==> config.mk <==
export PLATFORM = sky130hd
export DESIGN_NAME = muldiv_sequencer
export DESIGN_NICKNAME = d
export VERILOG_FILES = /design/src/rtl/muldiv_sequencer_pkg.sv /design/src/rtl/muldiv_sequencer_latency_counter.sv /design/src/rtl/muldiv_sequencer.sv
export SDC_FILE = /design/constraint.sdc
export NUM_CORES = 1
export LEC_CHECK = 0
export ABC_AREA = 1
export BUFFER_PORTS_ARGS = -buffer_cell sky130_fd_sc_hd__buf_2
export CORE_UTILIZATION = 54
export CTS_CLUSTER_DIAMETER = 100
export DETAILED_ROUTE_END_ITERATION = 8
export PLACE_DENSITY = 0.85
export SYNTH_ARGS = -nofsm -noshare
export SYNTH_HDL_FRONTEND = slang
export SYNTH_HIERARCHICAL = 1
export SYNTH_SLANG_ARGS = --single-unit
==> constraint.sdc <==
create_clock -name clk -period 3.9 [get_ports clk]
set_input_delay 0.39 -clock clk [delete_from_list [all_inputs] [get_ports clk]]
set_output_delay 0.39 -clock clk [all_outputs]
set_load 0.05 [all_outputs]
==> src/rtl/muldiv_sequencer_pkg.sv <==
// m_extension: shared types and constants for the multiply/divide sequencer
// Contents: sequencer state enum, default latencies, RISC-V M-extension funct3 codes
package m_extension;
    typedef enum logic [1:0] {IDLE, RUN, DONE} muldiv_state_e;
    localparam int MUL_LAT_DEF = 4;
    localparam int DIV_LAT_DEF = 33;
    localparam logic [2:0] MUL    = 3'b000;
    localparam logic [2:0] MULH   = 3'b001;
    localparam logic [2:0] MULHSU = 3'b010;
    localparam logic [2:0] MULHU  = 3'b011;
    localparam logic [2:0] DIV    = 3'b100;
    localparam logic [2:0] DIVU   = 3'b101;
    localparam logic [2:0] REM    = 3'b110;
    localparam logic [2:0] REMU   = 3'b111;
endpackage

==> src/rtl/muldiv_sequencer_latency_counter.sv <==
// latency_counter: loadable down-counter that saturates at zero
// Ports: clk, rst (sync, active-high), load_i/load_val_i load a start value,
//        dec_i decrements when nonzero, is_zero_o flags a count of zero
module latency_counter #(
    parameter int W = 6
) (
    input  logic         clk,
    input  logic         rst,
    input  logic         load_i,
    input  logic [W-1:0] load_val_i,
    input  logic         dec_i,
    output logic         is_zero_o
);
    logic [W-1:0] cnt_q, cnt_d;
    always_comb begin
        cnt_d = load_i ? load_val_i : (dec_i && cnt_q != '0) ? cnt_q - 1'b1 : cnt_q;
    end
    always_ff @(posedge clk) begin
        if (rst) cnt_q <= '0;
        else     cnt_q <= cnt_d;
    end
    assign is_zero_o = (cnt_q == '0);
endmodule

==> src/rtl/muldiv_sequencer.sv <==
// muldiv_sequencer: issue/latency/response control for the multi-cycle mul/div datapath
// Ports: req_* valid/ready issue port with op class, div-by-zero, funct3 and tag;
//        flush kills in-flight work; unit_start/unit_is_div drive the datapath;
//        busy reflects a non-idle sequencer; resp_* valid/ready result port
module muldiv_sequencer
    import m_extension::*;
#(
    parameter int MUL_LAT = MUL_LAT_DEF,
    parameter int DIV_LAT = DIV_LAT_DEF,
    parameter int TAG_W   = 5
) (
    input  logic             clk,
    input  logic             rst,
    input  logic             req_valid,
    output logic             req_ready,
    input  logic             req_is_div,
    input  logic             req_div_zero,
    input  logic [2:0]       req_funct3,
    input  logic [TAG_W-1:0] req_tag,
    input  logic             flush,
    output logic             unit_start,
    output logic             unit_is_div,
    output logic             busy,
    output logic             resp_valid,
    input  logic             resp_ready,
    output logic [2:0]       resp_funct3,
    output logic [TAG_W-1:0] resp_tag
);
    localparam int MAXL = (MUL_LAT > DIV_LAT) ? MUL_LAT : DIV_LAT;
    localparam int CW   = $clog2(MAXL);

    muldiv_state_e    state_q, state_d;
    logic [2:0]       funct3_q;
    logic [TAG_W-1:0] tag_q;
    logic             is_div_q;
    logic             accept, zero_exit, load, dec, cnt_zero;
    logic [CW-1:0]    load_val;

    latency_counter #(.W(CW)) u_cnt (
        .clk       (clk),
        .rst       (rst),
        .load_i    (load),
        .load_val_i(load_val),
        .dec_i     (dec),
        .is_zero_o (cnt_zero)
    );

    always_comb begin
        req_ready  = !rst && !flush && (state_q == IDLE || (state_q == DONE && resp_ready));
        accept     = req_valid && req_ready;
        zero_exit  = req_is_div && req_div_zero;
        load       = accept && !zero_exit;
        dec        = (state_q == RUN);
        load_val   = req_is_div ? CW'(DIV_LAT - 2) : CW'(MUL_LAT - 2);
        unit_start = accept;
        resp_valid = !rst && !flush && state_q == DONE;
        busy       = !rst && state_q != IDLE;
        state_d    = state_q;
        if (accept)
            state_d = zero_exit ? DONE : RUN;
        else if (state_q == RUN)
            state_d = cnt_zero ? DONE : RUN;
        else if (state_q == DONE && resp_ready)
            state_d = IDLE;
        if (flush)
            state_d = IDLE;
    end

    always_ff @(posedge clk) begin
        if (rst) begin
            state_q  <= IDLE;
            funct3_q <= '0;
            tag_q    <= '0;
            is_div_q <= 1'b0;
        end else begin
            state_q <= state_d;
            if (accept) begin
                funct3_q <= req_funct3;
                tag_q    <= req_tag;
                is_div_q <= req_is_div;
            end
        end
    end

    assign unit_is_div = is_div_q;
    assign resp_funct3 = funct3_q;
    assign resp_tag    = tag_q;
endmodule
==> run metrics <==
initial antenna violation count 0; layout cell share with drive strength beyond 1 34.7%; vias in the first global route 776; Syn Nets 155; RSZ-0062 raised after global routing false; Final Net Count 185; pre-CTS setup slack 2060 ps; H-tree levels 1; top post-synthesis cells by area dfxtp_1 (34%), nand2_1 (14%), a21oi_2 (7.9%), inv_1 (6.4%), nand2_2 (5.0%); Final ANT Viol Nets 0; skew final 5.68 ps; dominant cell type by area after synthesis dfxtp_1; CP endpoint kind output port; clock sinks 17; Worst Path Arrival 1500 ps; outcome finished, final reports clean; Gates resized, CTS repair 0; drt first pass iters 4; Slew Limit Fails 0; # setup viols final 0; drt via density 4.83; CTS clock-pin slew for the worst setup and hold paths 100 ps; Final min period 1890 ps; Mapped Area 1000 µm²; Avg WL per Cell 10.0 µm; Warnings, synthesis 6; maximum VDD drop 0.280 mV; Site Rows 15; maximum clock insertion buffer count 2; largest net degree at the start of global routing 18; I/O pin total 28; root buf cell clkbuf_4; DP HPWL 1530 µm; Leak Pwr 0.583 nW; height of the die 45.1 µm; crit start category register; HP Class in -> reg; Data required, critical path 3510 ps; CTS Hold Buffers Added 0; Core Region 1730 µm²; routed via count 927; die area 2030 µm²; Layout area overhead 18.3%; Port Buffers 27; max cap viols 0; CTS tree built; # DRC 0; first-pass GRT wire length 3240 µm; Final Cycle Share 48.5%; total wire length 1930 µm; Initial DRC Count 27; kind of critical path reg -> out; sequential area share after synthesis 34.0%; Die W 45.1 µm; GP Congestion 0.829; FMAX 529 MHz; FF-to-FF setup slack 2360 ps; Initial Util 58.0%; postcts setup bufs 0; mean area per synthesized cell 7.25 µm²; CP Max Fanout 10; Num CTS Buffers 3; total gr overflow 0; Fin Setup TNS 0 ps; synthesized instance count 138; Clk Latency, worst-skew pair 290 ps; PD cells 313 nW/µm²; Hold Vio Cnt, Final 0; post-route setup slack 2010 ps; share of the synthesized area in the top cell type 34.0%; Seq cells post-synth 17; Antenna Cells 0; Synth cell types 25; GR Util All Layers 21.9%
-- synth_stat cells --
cell	n
nor4_1	1
ha_1	2
a21oi_2	9
clkinv_4	1
nand3_1	9
nand3_2	1
nand2_1	37
dfxtp_1	17
o21ai_1	3
clkinv_8	1
a21oi_4	1
conb_1	2
nand4_1	3
buf_2	2
nand2_2	8
nor2_2	1
xnor2_1	1
nor2_1	9
nand3_4	1
nor2_4	1
inv_2	1
inv_1	17
o21ai_0	2
a21oi_1	5
nand2_4	3
-- critical path, cell delays in order (launching register included) --
cell	delay, ps
dfxtp_1	380
a21oi_4	240
nand3_4	190
clkinv_8	130
buf_2	270
-- metrics by stage --
step	total power, mW	instance area, µm²	instances	hold slack (ps)	utilization, %
final	0.371	1180	192	328	68.6
after global routing	0.391	1180	192	327	68.6
after CTS	0.373	1180	192	326	68.6
after detailed placement	0.279	1160	188	455	67.0
after global placement	0.276	1160	188	451	67.0
after floorplan	0.255	1000	138	428	-
-- area by class of cell --
class	count	area (µm²)
Inverter	20	92.6
Tap cell	25	31.3
Sequential cell	17	340
Timing Repair Buffer	27	135
Multi-Input combinational cell	99	558
Fill cell	159	543
Clock buffer	4	26.3
-- report_power, final --
| part | internal, mW | switching (mW) |
|---|---|---|
| clock | 0.0398 | 0.0559 |
| combinational | 0.0298 | 0.0593 |
| sequential | 0.180 | 0.00595 |
| total | 0.250 | 0.121 |
-- final timing paths --
| path | from | to | depth (start not counted) |
|---|---|---|---|
| worst min-delay path | req_funct3[0] | resp_funct3[0]$_SDFFE_PP0P_ | 3 |
| worst min register to register | u_cnt/cnt_q[0]$_SDFFE_PP0P_ | u_cnt/cnt_q[0]$_SDFFE_PP0P_ | 1 |
| worst max-delay path | state_q[1]$_SDFFE_PP0P_ | unit_start | 4 |
| worst max register to register | state_q[1]$_SDFFE_PP0P_ | u_cnt/cnt_q[3]$_SDFFE_PP0P_ | 8 |
-- cell usage in the layout, fill, tap and decap left out, drive strengths merged --
| master | count |
|---|---|
| nand2 | 48 |
| buf | 27 |
| inv | 18 |
| dfxtp | 17 |
| a21oi | 15 |
| nor2 | 11 |
| nand3 | 11 |
| o21ai | 5 |
| clkbuf | 4 |
| nand4 | 3 |
| conb | 2 |
| ha | 2 |
| clkinv | 2 |
| nor4 | 1 |
| xnor2 | 1 |
-- cell families (layout without fill, tap and decap cells) --
logic type,Yosys count,count (layout),synth area share (%)
simple gates,74,74,37.1
buf+inv,22,51,10.3
compound gates,20,20,14.5
flops,17,17,34.0
fa+ha+maj,2,2,2.50
other cells,2,2,0.750
xor+xnor,1,1,0.875
-- flip-flops by register name, indices dropped and copies added, names as in the netlist --
register / cells
u_cnt/cnt_q: 6
resp_tag: 5
resp_funct3: 3
state_q: 2
unit_is_div: 1
-- layer usage --
metal	track usage (%)	part of all wire [%]	wire, µm	vias up
met5	0	0	0	-
met1	29.6	47	913	416
met2	33.6	49	938	20
met3	2.40	2.9	56	2
li1	-	-	-	489
met4	12.7	0.99	19	0
Note: power is estimated with default switching activity, not from simulation.
